[src/rtl/wb_trace_fifo.sv]
// Commit-trace capture FIFO: records register-writing instructions from the
// writeback stage and presents them show-ahead to a consumer, dropping on full.
module wb_trace_fifo #(
    parameter int DEPTH = 16,
    parameter int CW    = 16
) (
    input  logic                     clk,
    input  logic                     resetn,
    input  logic                     trace_en,
    input  logic [31:0]              debug_wb_pc,
    input  logic [3:0]               debug_wb_rf_wen,
    input  logic [4:0]               debug_wb_rf_wnum,
    input  logic [31:0]              debug_wb_rf_wdata,
    output logic                     trace_valid,
    input  logic                     trace_ready,
    output logic [31:0]              trace_pc,
    output logic [3:0]               trace_wen,
    output logic [4:0]               trace_wnum,
    output logic [31:0]              trace_wdata,
    output logic [$clog2(DEPTH):0]   fifo_count,
    output logic                     fifo_full,
    output logic                     fifo_empty,
    output logic                     overflow,
    output logic [CW-1:0]            overflow_cnt
);

    localparam int AW = $clog2(DEPTH);
    localparam logic [AW:0] FULL_CNT = (AW+1)'(DEPTH);

    typedef struct packed {
        logic [31:0] pc;
        logic [3:0]  wen;
        logic [4:0]  wnum;
        logic [31:0] wdata;
    } entry_t;

    entry_t          mem_q [DEPTH];
    logic [AW-1:0]   wr_ptr_q, wr_ptr_d;
    logic [AW-1:0]   rd_ptr_q, rd_ptr_d;
    logic [AW:0]     count_q, count_d;
    logic            overflow_q, overflow_d;
    logic [CW-1:0]   ovf_cnt_q, ovf_cnt_d;

    logic            push, pop, wr_en, drop;
    entry_t          entry_in, head;

    assign entry_in = '{pc: debug_wb_pc, wen: debug_wb_rf_wen,
                        wnum: debug_wb_rf_wnum, wdata: debug_wb_rf_wdata};

    assign fifo_empty  = (count_q == '0);
    assign fifo_full   = (count_q == FULL_CNT);
    assign trace_valid = !fifo_empty;

    assign push  = trace_en && (debug_wb_rf_wen != 4'b0000);
    assign pop   = trace_valid && trace_ready;
    // When full, the slot under the write pointer is the head; it may only be
    // overwritten in the same cycle it is being popped.
    assign wr_en = push && (!fifo_full || pop);
    assign drop  = push && fifo_full && !pop;

    always_comb begin
        wr_ptr_d   = wr_ptr_q;
        rd_ptr_d   = rd_ptr_q;
        count_d    = count_q;
        overflow_d = overflow_q;
        ovf_cnt_d  = ovf_cnt_q;
        if (wr_en) wr_ptr_d = wr_ptr_q + 1'b1;
        if (pop)   rd_ptr_d = rd_ptr_q + 1'b1;
        unique case ({wr_en, pop})
            2'b10:   count_d = count_q + 1'b1;
            2'b01:   count_d = count_q - 1'b1;
            default: count_d = count_q;
        endcase
        if (drop) begin
            overflow_d = 1'b1;
            if (ovf_cnt_q != '1) ovf_cnt_d = ovf_cnt_q + 1'b1;
        end
    end

    always_ff @(posedge clk or negedge resetn) begin
        if (!resetn) begin
            wr_ptr_q   <= '0;
            rd_ptr_q   <= '0;
            count_q    <= '0;
            overflow_q <= 1'b0;
            ovf_cnt_q  <= '0;
        end else begin
            wr_ptr_q   <= wr_ptr_d;
            rd_ptr_q   <= rd_ptr_d;
            count_q    <= count_d;
            overflow_q <= overflow_d;
            ovf_cnt_q  <= ovf_cnt_d;
        end
    end

    // Storage carries no reset; validity is tracked entirely by count_q.
    always_ff @(posedge clk) begin
        if (wr_en) mem_q[wr_ptr_q] <= entry_in;
    end

    assign head         = mem_q[rd_ptr_q];
    assign trace_pc     = head.pc;
    assign trace_wen    = head.wen;
    assign trace_wnum   = head.wnum;
    assign trace_wdata  = head.wdata;
    assign fifo_count   = count_q;
    assign overflow     = overflow_q;
    assign overflow_cnt = ovf_cnt_q;

endmodule

[config.mk]
export PLATFORM = sky130hd
export DESIGN_NAME = wb_trace_fifo
export DESIGN_NICKNAME = d
export VERILOG_FILES = /design/src/rtl/wb_trace_fifo.sv
export SDC_FILE = /design/constraint.sdc
export NUM_CORES = 1
export LEC_CHECK = 0
export CORE_ASPECT_RATIO = 0.6
export CORE_MARGIN = 2
export CORE_UTILIZATION = 50
export CTS_CLUSTER_SIZE = 25
export DETAILED_ROUTE_END_ITERATION = 8
export GPL_TIMING_DRIVEN = 0
export MAX_ROUTING_LAYER = met4
export PLACE_DENSITY = 0.77
export SETUP_SLACK_MARGIN = 0.4
export SLEW_MARGIN = 20
export SYNTH_ARGS = -nofsm -noshare
export SYNTH_HDL_FRONTEND = slang
export SYNTH_SLANG_ARGS = --single-unit
[constraint.sdc]
create_clock -name clk -period 15.6 [get_ports clk]
set_input_delay 2.34 -clock clk [delete_from_list [all_inputs] [get_ports clk]]
set_output_delay 2.34 -clock clk [all_outputs]
set_load 0.05 [all_outputs]
# Yosys cells after proc, flatten, opt, wreduce, memory -nomap -nowiden
# Memories as Yosys holds them, arrays and structs flattened.
# Cells that the tools add are included.
[word_totals]
regBits = 30
latchBits = 0
ramBits = 1168
rom_bits = 0
elab_cells = 31
mem_count = 1
[memory_table]
columns = ["memory", "words", "word_bits", "rd", "rd_ports_with_merged_regs", "wr", "line", "source"]
rows = [
  ["mem_q", 16, 73, 1, 0, 1, "37", "entry_t mem_q [DEPTH];"],
]
[classes]
addsub = 5
mul = 0
div = 0
magnitude_cmp = 0
eq_ne = 4
shift = 0
muxes = 3
bitwise_logic = 0
n_reduce_logical = 13
[ops]
columns = ["op", "count"]
rows = [
  ["$add 16x1->16 const B", 1],
  ["$ne 16x16->1 const B", 1],
  ["$pmux 5 s2", 1],
  ["$add 4x1->4 const B", 2],
  ["$add 5x1->5 const B", 1],
  ["$eq 5x5->1 const B", 1],
  ["$logic_and 1x1->1", 5],
  ["$logic_not 5->1", 1],
  ["$sub 5x1->5 const B", 1],
  ["$reduce_bool 4->1", 1],
  ["$logic_not 1->1", 3],
  ["$eq 2x1->1 const B", 1],
  ["$eq 2x2->1 const B", 1],
  ["$mux 1", 2],
  ["$reduce_and 2->1", 1],
  ["$reduce_bool 2->1", 1],
  ["$logic_or 1x1->1", 1],
]

# Longest topological paths before layout
# Gate-level depths: netlist of run 1.
[depth]
ltp_word = 7
ltp_mapped = 11

# Worst setup path before layout of run 1
# OpenSTA, ideal clock, no wires.
[synth_path]
path_type = "input-to-reg"
start = "input trace_ready"
end = "memory mem_q[3][0] (netlist bit) (enable)"
setup_ps = 594
arrival_ps = 7981
path_slack_ps = 7026
path_stages = 5
n_path_buf = 0
path_cell_list = "nand2b_1 > nor2_1 > nor2_1 > nand2_1 > nor3_1"
[synth_via]
elab_chain_len = 5
[synth_rtl]
columns = ["element", "line", "source"]
rows = [
  ["start, declared", "15", "input logic trace_ready,"],
  ["$logic_and 1x1->1", "55", "assign pop = trace_valid && trace_ready;"],
  ["$logic_or 1x1->1", "58", "assign wr_en = push && (!fifo_full || pop);"],
  ["$logic_and 1x1->1", "58", ""],
  ["$mux 1", "98", "if (wr_en) mem_q[wr_ptr_q] <= entry_in;"],
  ["$mux 1 (implied by the code)", "98", ""],
  ["end, declared", "37", ""],
]
# No other way between the ends.

# Worst setup path after layout of run 1
[layout_path]
start = "register rd_ptr_q[0]"
end = "output trace_wen[2]"
[layout_via]
elab_chain_len = 1
[layout_rtl]
columns = ["element", "line", "source"]
rows = [
  ["start, declared", "39", "logic [AW-1:0] rd_ptr_q, rd_ptr_d;"],
  ["start signal, assigned", "89", "rd_ptr_q <= rd_ptr_d;"],
  ["$mem_v2 16x73", "--", ""],
  ["end, declared", "17", "output logic [3:0] trace_wen,"],
]
# No other way between the ends.

==> results of run 1 <==
metal layers:
metal	routed length (um)	vias to the layer above	share of wire (%)	track usage (%)
met4	2820	0	2.5	7.34
met3	10700	192	9.7	5.61
met1	41000	11500	37	32.9
met5	0	-	0	-
met2	56200	1318	51	38.9
li1	-	8529	-	-
metrics by stage:
step	total power, mW	hold WS [ns]	setup WS, ns
finish	10.5	0.486	8.38
global route	10.8	0.506	8.23
CTS	10.5	0.483	8.32
detailed placement	7.84	0.467	9.15
global placement	7.71	0.453	-0.203
floorplan	6.50	0.573	7.03
power groups by stage:
stage | logic (mW) | clock network, mW | registers [mW]
floorplan | 2.47 | 0 | 4.03
global placement | 3.65 | 0 | 4.06
detailed placement | 3.85 | 0 | 3.99
CTS | 3.90 | 2.68 | 3.93
global route | 4.01 | 2.81 | 3.95
finish | 3.86 | 2.66 | 3.94
kinds of logic (layout without fill, tap and decap cells):
group                      count (synthesis)  count (layout)  share of synthesized area [%]
AOI/OAI and AO/OA                         12              12                          0.202
xor gates and xnor gates                  24              24                          0.464
adders and majority gates                 10              10                          0.293
buffers and inverters                     93             561                          0.842
DFF                                     1198            1198                           79.1
muxes                                    370             370                           18.3
other                                      0              11                              0
and+or+nand+nor                           73              73                          0.851
flip-flops by register name, indices dropped and copies added, names as in the netlist:
register	cells
rd_ptr_q	4
wr_ptr_q	4
overflow	1
overflow_cnt	16
mem_q	1168
fifo_count	5
final timing paths:
path | start | to | slack, ns
max | rd_ptr_q[0] | trace_wen[2] | 8.38
min | overflow | overflow | 0.49
max reg2reg | fifo_count[0] | mem_q[2][34] | 12.11
min reg2reg | overflow | overflow | 0.49
max in group asynchronous | resetn | fifo_count[3] | 13.39
min in group asynchronous | resetn | overflow_cnt[10] | 1.71
critical path, stage by stage, from the launching register on:
cell and delay, ns:
dfrtp_1 0.41, clkbuf_1 0.33, clkbuf_1 0.74, buf_1 0.81, mux4_2 0.63, mux4_2 0.52
clkdlybuf4s50_1 0.72
area by class of cell:
| cell class | instances | area (um^2) | share of cell area, % |
|---|---|---|---|
| Buffer | 86 | 364 | 0.677 |
| Clock inverter | 66 | 727 | 1.35 |
| Sequential cell | 1198 | 35800 | 66.6 |
| Inverter | 7 | 26.3 | 0.0489 |
| Multi-Input combinational cell | 489 | 9210 | 17.1 |
| Timing Repair Buffer | 271 | 3300 | 6.13 |
| Clock buffer | 131 | 2770 | 5.15 |
| Tap cell | 1218 | 1520 | 2.83 |
| Antenna cell | 11 | 27.5 | 0.0512 |
synth_stat cells, drive strengths merged (2+ instances only):
master  instances
nor2           21
nand3           6
mux4          365
xnor2          16
clkbuf         47
dfrtp          30
buf            39
mux2            4
and2            3
nand2b          5
o21ai           2
o221ai          2
nor4            2
inv             7
nand4           7
edfxtp       1168
xor2            8
ha              9
or2             2
nand2          13
a21oi           3
nor3            7
==> key figures, run 1 <==
Route
  – WL/cell: 31.8 um
  – Via count: 21600
  – WL final: 111 mm
  – Iter 0 DRT Violations: 3296
  – Drc violations: 0
  – First-pass DRT Iterations: 5
  – Via density: 6.21
  – Antenna Nets Post-Route: 0

Logic synthesis
  – Synth area leader: edfxtp_1
  – Post-synthesis cell count: 1780
  – Yosys warns: 0
  – FFs w/ async S/R, synth: 2.50%
  – EDFF count, synth: 1168
  – Top cells by area, synth: edfxtp_1 77%, mux4_2 18%, dfrtp_1 1.7%
  – Synth Cell Area: 45300 um^2
  – Main synth FF type: edfxtp_1
  – Average cell area after synthesis: 25.4 um^2
  – Post-Syn Nets: 1867
  – Post-synth top area share: 77.4%
  – Synth cell types: 40
  – Sequential share of the synthesized area: 79.1%
  – Synth Register Bits: 1198

Floorplanning
  – Die W: 393 um
  – Chip Height: 237 um
  – Core Footprint: 89800 um^2
  – Initial Utilization: 50.5%
  – Row count: 85
  – Die area: 93100 um^2
  – I/O pins: 175

Setup path
  – Crit path DAT: 4.88 ns
  – Worst Setup End Kind: primary output
  – Crit path launch type: flip-flop
  – Crit path max fanout: 10
  – Worst EP required: 13.26 ns
  – Crit Path Class: reg -> out
  – Reg2reg path depth: 9

Clocking
  – # resized after CTS: 0
  – Post-CTS setup buffer count: 0
  – Clock sinks: 1198
  – Clock-pin slew on the worst setup and hold paths: 0.07 ns
  – CTS Hold Bufs: 0
  – Maximum clock insertion buffer count: 3
  – Clk_lat worst skew: 0.70 ns
  – CTS H-tree lvls: 3
  – Total CTS buffers: 106
  – Root buf cell: clkbuf_16
  – CTS tree: done

Final layout
  – Fill count: 5945
  – Area grow syn2layout: 18.7%
  – Commonest non-fill, non-tap cell in the layout: edfxtp_1
  – Layout Cells excl Fill: 3477
  – Commonest non-fill, non-tap cells in the layout: 1168 x edfxtp_1, 365 x mux4_2, 173 x clkdlybuf4s50_1, 107 x clkbuf_16, 69 x clkbuf_1
  – Layout cells sized above 1: 29.6%
  – Final Util: 59.9%
  – Finished layout cell area: 53800 um^2
  – Layout net count: 2246

STA
  – Achievable clock frequency: 139 MHz
  – Rel. slew slack: 25.2%
  – Slew @ Worst Pin: 1.12 ns
  – Final clock skew: 0.0259 ns
  – Endpoints failing setup: 0
  – RSZ-0062 raised after global routing: false
  – Minimum clock period: 7.22 ns
  – Fin. Hold Viols: 0
  – Max-slew violations: 0
  – Setup TNS: 0 ns
  – Post-route clock period utilization: 46.3%

GRT
  – Vias in the first global route: 22300
  – Largest net degree at the start of global routing: 31
  – Initial antenna violation count: 12
  – First-pass GRT wire length: 158 mm
  – Total GRT Usage: 24.8%
  – Grt total ovfl: 0

Power
  – Clk pwr share: 25.4%
  – VDD IR max: 103 uV
  – Switch share: 33.8%
  – Sw Pwr: 3.53 mW
  – Sequential Power Share: 37.7%
  – P per Cell Area: 194 nW/um^2
  – Static leakage: 17.0 nW
  – Pint: 6.92 mW
  – Combinational cell fraction of total power: 36.9%

Placed design
  – Post-Place Cell Area: 50200 um^2
  – IO buf count: 174
  – Inst Count DP: 3269
  – Detailed Place HPWL: 68.2 mm
  – Final RePlAce weighted congestion: 0.759

Min path
  – Worst hold path type: reg -> reg
  – Worst hold stages: 1

Outcome
  – Status: complete, no violations

Job
  – Max cap viols: 0
Note: power is estimated with default switching activity, not from simulation.
==> run 2, diff against run 1 <==
--- a/config.mk
+++ b/config.mk
@@ -12,7 +12,7 @@
 export DETAILED_ROUTE_END_ITERATION = 8
 export GPL_TIMING_DRIVEN = 0
 export MAX_ROUTING_LAYER = met4
-export PLACE_DENSITY = 0.77
+export PLACE_DENSITY = 0.8
 export SETUP_SLACK_MARGIN = 0.4
 export SLEW_MARGIN = 20
 export SYNTH_ARGS = -nofsm -noshare
==> constraint.sdc (replaced) <==
create_clock -name clk -period 6.02 [get_ports clk]
set_input_delay 0.903 -clock clk [delete_from_list [all_inputs] [get_ports clk]]
set_output_delay 0.903 -clock clk [all_outputs]
set_load 0.05 [all_outputs]
==> run 2 against run 1 <==
  * Register-to-register slack got worse by 9.7 ns
  * Power increased to 2.6 times the previous value
  * Cell count decreased by 0.49%
  * Via count increased by 1.9%
  * Flip-flop and latch count unchanged
  * Combinational power increased to 2.6 times the previous value
  * Largest cell class unchanged
  * Largest power group unchanged
  * Highest routed layer unchanged
==> key figures, run 2 (synthesis gave the netlist of run 1 again) <==
Outcome
  – Status: complete, no violations (unchanged)

STA
  – RSZ-0062 raised after global routing: true (was false)
  – Slew @ Worst Pin: 1.12 ns (about the same)
  – Hold_ws: 0.285 ns (was 0.486 ns)
  – Setup TNS: 0 ns (unchanged)
  – Fin. Hold Viols: 0 (unchanged)
  – Minimum clock period: 5.57 ns
  – Max-slew violations: 0 (unchanged)
  – Achievable clock frequency: 180 MHz
  – Final clock skew: 0.0402 ns (was 0.0259 ns)
  – Post-route clock period utilization: 92.5%
  – Endpoints failing setup: 0 (unchanged)
  – Rel. slew slack: 25.3% (was 25.2%)

Final layout
  – Largest reg by FF count: mem_q (unchanged)
  – Layout cells sized above 1: 29.7% (was 29.6%)
  – Area grow syn2layout: 18.9% (was 18.7%)
  – Commonest non-fill, non-tap cell in the layout: edfxtp_1 (unchanged)
  – Final Util: 60.0% (was 59.9%)
  – Max reg flops: 1168 (unchanged)
  – Layout net count: 2229 (was 2246)
  – Commonest non-fill, non-tap cells in the layout: 1168 x edfxtp_1, 365 x mux4_2, 173 x clkdlybuf4s50_1, 108 x clkbuf_16, 61 x clkbuf_1 (was 1168 x edfxtp_1, 365 x mux4_2, 173 x clkdlybuf4s50_1, 107 x clkbuf_16, 69 x clkbuf_1)

Route
  – First-pass DRT Iterations: 5 (unchanged)
  – Via density: 6.36 (was 6.21)
  – Iter 0 DRT Violations: 3069 (was 3296)
  – WL/cell: 33.7 um (was 31.8 um)
  – Drc violations: 0 (unchanged)
  – WL final: 117 mm (was 111 mm)
  – Via count: 22000 (was 21600)
  – Antenna Nets Post-Route: 0 (unchanged)

Floorplanning
  – Initial Utilization: 50.5% (unchanged)
  – Row count: 85 (unchanged)
  – Chip Height: 237 um (unchanged)
  – I/O pins: 175 (unchanged)
  – Die area: 93100 um^2 (unchanged)
  – Core Footprint: 89800 um^2 (unchanged)
  – Die W: 393 um (unchanged)

Setup path
  – Worst EP required: 5.12 ns (was 13.26 ns)
  – Max stage delay on crit path: 0.75 ns (was 0.81 ns)
  – Crit Path Class: reg -> out (unchanged)
  – CP cell instances: clkbuf_1 > clkdlybuf4s15_1 > clkbuf_1 > mux4_2 > mux4_2 > clkdlybuf4s50_1 (was clkbuf_1 > clkbuf_1 > buf_1 > mux4_2 > mux4_2 > clkdlybuf4s50_1)
  – Crit path DAT: 4.66 ns (was 4.88 ns)
  – Crit path max fanout: 10 (unchanged)
  – Worst Setup End Kind: primary output (unchanged)
  – Critical path's slowest cell: clkdlybuf4s50_1 (was buf_1)
  – Crit path launch type: flip-flop (unchanged)
  – Reg2Reg Setup Slack: 2.43 ns (was 12.11 ns)

Clocking
  – Root buf cell: clkbuf_16 (unchanged)
  – Maximum clock insertion buffer count: 3 (unchanged)
  – CTS Hold Bufs: 0 (unchanged)
  – Total CTS buffers: 106 (unchanged)
  – Clock-pin slew on the worst setup and hold paths: 0.06 ns (was 0.07 ns)
  – CTS H-tree lvls: 3 (unchanged)
  – CTS tree: done (unchanged)
  – Clock sinks: 1198 (unchanged)
  – Clk_lat worst skew: 0.70 ns (about the same)

Power
  – Tot Pwr: 27.2 mW (was 10.5 mW)
  – VDD IR max: 366 uV (was 103 uV)
  – P per Cell Area: 505 nW/um^2 (was 194 nW/um^2)
  – Static leakage: 17.0 nW (about the same)

GRT
  – Vias in the first global route: 22700 (was 22300)
  – Grt total ovfl: 0 (unchanged)
  – First-pass GRT wire length: 166 mm (was 158 mm)
  – Initial antenna violation count: 13 (was 12)
  – Total GRT Usage: 26.2% (was 24.8%)
  – Largest net degree at the start of global routing: 31 (unchanged)

Placed design
  – Detailed Place HPWL: 69.6 mm (was 68.2 mm)
  – IO buf count: 174 (unchanged)
  – Final RePlAce weighted congestion: 0.769 (was 0.759)

Job
  – Max cap viols: 0 (unchanged)

Min path
  – Worst hold path type: in -> async (was reg -> reg)
## run 2: changes by cell type in the layout (fill, tap and decap cells not counted), sizes merged
cell	delta
clkdlybuf4s15	+2
clkbuf	+6
diode	+1
clkinv	-1
bufinv	-3
inv	+1
buf	-25
clkinvlp	+2
## run 2: repair_timing
action	in CTS	in global routing
gates resized for setup	7	13
endpoints found under the setup margin	35	17
endpoints found under the hold margin	0	0
buffers inserted	0	0
## run 2: routing by layer
layer | vias up | track usage [%] | share of wire [%]
li1 | 8504 | - | -
met2 | 1527 | 42.7 | 52
met5 | - | - | 0
met1 | 11700 | 33.1 | 36
met4 | 0 | 8.89 | 3.2
met3 | 257 | 5.54 | 9.3
## run 2: through the flow
stage                     setup slack, ns  std cells  instance area [um^2]
after floorplan                     0.841       1780                 45300
after global placement              -4.31       3172                 48600
after detailed placement            0.899       3252                 50400
after CTS                           0.436       3448                 53800
after global routing                0.370       3460                 53900
final                               0.454       3460                 53900
## run 2: final cells by class
class	instances	area (um^2)
Fill cell	5860	35900
Sequential cell	1198	35800
Multi-Input combinational cell	489	9240
Timing Repair Buffer	254	3400
Clock buffer	131	2790
Tap cell	1218	1520
Clock inverter	65	656
Buffer	86	394
Antenna cell	12	30.0
Inverter	7	26.3
## run 2: power by group
group          total, mW  switching, mW  internal, mW
sequential          10.2          0.255          9.97
combinational       10.2           6.08          4.09
clock               6.83           3.02          3.81
## run 2: final timing paths
path	from	endpoint	cells past startpoint
worst max-delay path	rd_ptr_q[1]	trace_wdata[25]	6
worst min-delay path	resetn	overflow_cnt[13]	1
worst max register to register	fifo_count[0]	mem_q[3][38]	8
worst min register to register	overflow_cnt[3]	overflow_cnt[3]	1
max in group asynchronous	resetn	overflow_cnt[9]	1
min in group clk	overflow_cnt[3]	overflow_cnt[3]	1
## run 2: critical path: cells and delay by family (launching register included)
family,cells,cell delay (ns)
buffers and inverters,4,2.55
DFF,1,0.41
muxes,2,1.00
==> run 3, diff against run 2 <==
--- a/config.mk
+++ b/config.mk
@@ -7,12 +7,11 @@
 export LEC_CHECK = 0
 export CORE_ASPECT_RATIO = 0.6
 export CORE_MARGIN = 2
-export CORE_UTILIZATION = 50
+export CORE_UTILIZATION = 25
 export CTS_CLUSTER_SIZE = 25
 export DETAILED_ROUTE_END_ITERATION = 8
-export GPL_TIMING_DRIVEN = 0
 export MAX_ROUTING_LAYER = met4
-export PLACE_DENSITY = 0.8
+export PLACE_DENSITY = 0.51
 export SETUP_SLACK_MARGIN = 0.4
 export SLEW_MARGIN = 20
 export SYNTH_ARGS = -nofsm -noshare
==> run 3 against run 2 <==
  * Global-route usage is 14 points lower
  * Critical path depth down 2
  * Fmax is 11% higher
  * Design area rose by 0.73%
  * Combinational power fell by 9%
  * Power is 1.2% lower
  * Cell count grew 31%
  * Utilization shrank 30 points
  * Clock power grew 3.2%
  * Worst setup slack better by 0.57 ns
  * Flip-flop and latch count unchanged
  * Via count fell by 7.4%
  * Critical path type unchanged
==> key figures, run 3 (synthesis gave the netlist of run 1 again) <==
Outcome
  – Status: complete, no violations (unchanged)

GRT
  – First-pass GRT wire length: 162 mm (was 166 mm)
  – Grt total ovfl: 0 (unchanged)
  – Largest net degree at the start of global routing: 53 (was 31)
  – Vias in the first global route: 21400 (was 22700)
  – Initial antenna violation count: 18 (was 13)
  – Total GRT Usage: 12.5% (was 26.2%)

Floorplanning
  – Die W: 554 um (was 393 um)
  – Row count: 120 (was 85)
  – Initial Utilization: 25.3% (was 50.5%)
  – Die area: 185000 um^2 (was 93100 um^2)
  – Chip Height: 334 um (was 237 um)
  – I/O pins: 175 (unchanged)
  – Core Footprint: 179000 um^2 (was 89800 um^2)

Clocking
  – Clk_lat worst skew: 0.72 ns (was 0.70 ns)
  – Total CTS buffers: 113 (was 106)
  – CTS H-tree lvls: 3 (unchanged)
  – Clock sinks: 1198 (unchanged)
  – CTS tree: done (unchanged)
  – Clock-pin slew on the worst setup and hold paths: 0.06 ns (about the same)
  – Post-CTS setup buffer count: 0 (unchanged)
  – CTS Hold Bufs: 0 (unchanged)
  – Root buf cell: clkbuf_16 (unchanged)
  – # resized after CTS: 0 (was 7)
  – Maximum clock insertion buffer count: 3 (unchanged)

Setup path
  – Crit path launch type: flip-flop (unchanged)
  – Crit path DAT: 4.09 ns (was 4.66 ns)
  – Worst EP required: 5.12 ns (about the same)
  – Top delay family on crit path: buffers and inverters (unchanged)
  – Levels on crit path: 4 (was 6)
  – Max stage delay on crit path: 1.03 ns (was 0.75 ns)
  – Crit path max fanout: 40 (was 10)
  – Critical path's slowest cell: dfrtp_4 (was clkdlybuf4s50_1)
  – CP bufs+invs: 2 (was 4)
  – Reg2reg path depth: 10 (was 8)
  – Worst Setup End Kind: primary output (unchanged)
  – CP cell instances: buf_12 > mux4_2 > mux4_2 > clkdlybuf4s50_1 (was clkbuf_1 > clkdlybuf4s15_1 > clkbuf_1 > mux4_2 > mux4_2 > clkdlybuf4s50_1)
  – Most frequent CP cell: mux4_2
  – Crit Path Class: reg -> out (unchanged)

Route
  – WL/cell: 24.9 um (was 33.7 um)
  – Antenna Nets Post-Route: 0 (unchanged)
  – Iter 0 DRT Violations: 1893 (was 3069)
  – Drc violations: 0 (unchanged)
  – WL final: 113 mm (was 117 mm)
  – Via density: 4.50 (was 6.36)
  – Via count: 20400 (was 22000)
  – First-pass DRT Iterations: 5 (unchanged)

Final layout
  – Fill count: 17100 (was 5860)
  – Largest reg by FF count: mem_q (unchanged)
  – Layout net count: 2132 (was 2229)
  – Finished layout cell area: 54300 um^2 (was 53900 um^2)
  – Commonest non-fill, non-tap cells in the layout: 1168 x edfxtp_1, 365 x mux4_2, 174 x clkdlybuf4s50_1, 113 x clkbuf_16, 34 x buf_4 (was 1168 x edfxtp_1, 365 x mux4_2, 173 x clkdlybuf4s50_1, 108 x clkbuf_16, 61 x clkbuf_1)
  – Commonest non-fill, non-tap cell in the layout: edfxtp_1 (unchanged)
  – Layout Cells excl Fill: 4528 (was 3460)
  – Area grow syn2layout: 19.8% (was 18.9%)
  – Layout cells sized above 1: 28.9% (was 29.7%)
  – Max reg flops: 1168 (unchanged)

Placed design
  – Final RePlAce weighted congestion: 0.727 (was 0.769)
  – Post-Place Cell Area: 50600 um^2 (was 50400 um^2)
  – Inst Count DP: 4309 (was 3252)
  – Detailed Place HPWL: 58.5 mm (was 69.6 mm)
  – Pre-CTS WS: 1.70 ns (was 0.899 ns)
  – IO buf count: 174 (unchanged)

STA
  – Minimum clock period: 5.00 ns (was 5.57 ns)
  – Endpoints failing setup: 0 (unchanged)
  – Final setup margin: 1.02 ns (was 0.454 ns)
  – RSZ-0062 raised after global routing: false (was true)
  – Slew @ Worst Pin: 0.952 ns (was 1.12 ns)
  – Max-slew violations: 0 (unchanged)
  – Final clock skew: 0.0218 ns (was 0.0402 ns)
  – Rel. slew slack: 36.5% (was 25.3%)
  – Post-route clock period utilization: 83.0% (was 92.5%)
  – Achievable clock frequency: 200 MHz (was 180 MHz)
  – Setup TNS: 0 ns (unchanged)
  – Fin. Hold Viols: 0 (unchanged)

Power
  – Tot Pwr: 26.9 mW (was 27.2 mW)
  – P per Cell Area: 495 nW/um^2 (was 505 nW/um^2)
  – Static leakage: 16.5 nW (was 17.0 nW)
  – VDD IR max: 360 uV (was 366 uV)

Min path
  – Worst hold stages: 1
  – Worst hold path type: reg -> reg (was in -> async)

Job
  – Max cap viols: 0 (unchanged)
-- run 3: cell count changes in the layout (fill, tap and decap cells not counted), moves of 12 or more --
cell      delta
clkbuf_2    -20
buf_16      -32
buf_8       -13
buf_2       -21
buf_4       +33
buf_6       -12
clkbuf_1    -44
-- run 3: worst paths after layout --
| check | from | endpoint | slack, ns |
|---|---|---|---|
| max in group asynchronous | resetn | rd_ptr_q[1] | 5.07 |
| worst max register to register | fifo_count[0] | fifo_count[4] | 3.06 |
| min in group asynchronous | resetn | overflow_cnt[10] | 0.60 |
| worst min register to register | overflow | overflow | 0.48 |
| worst min-delay path | overflow | overflow | 0.48 |
| worst max-delay path | rd_ptr_q[0] | trace_pc[6] | 1.02 |
-- run 3: layout make-up --
cell class	count	area (um^2)	area share, %
timing repair buffer	236	2560	4.71
inverter	7	26.3	0.0484
multi-input combinational	489	9240	17.0
antenna	14	35.0	0.0645
clock buffer	130	2890	5.33
tap	2379	2980	5.48
sequential	1198	35800	66.0
clock inverter	75	716	1.32
-- run 3: power breakdown --
part | internal (mW) | switching [mW]
sequential | 9.98 | 0.551
clock | 3.99 | 3.06
combinational | 3.94 | 5.36
-- run 3: per-layer routing --
layer	part of all wire, %	track usage, %
met2	48	19.4
met5	0	-
met3	6.1	2.85
met4	1.6	2.48
met1	45	16.9
-- run 3: metrics by stage --
stage	util [%]	hold slack, ns
floorplan	-	0.573
global placement	28.2	0.462
detailed placement	28.2	0.476
CTS	30.3	0.491
global route	30.3	0.506
finish	30.3	0.480
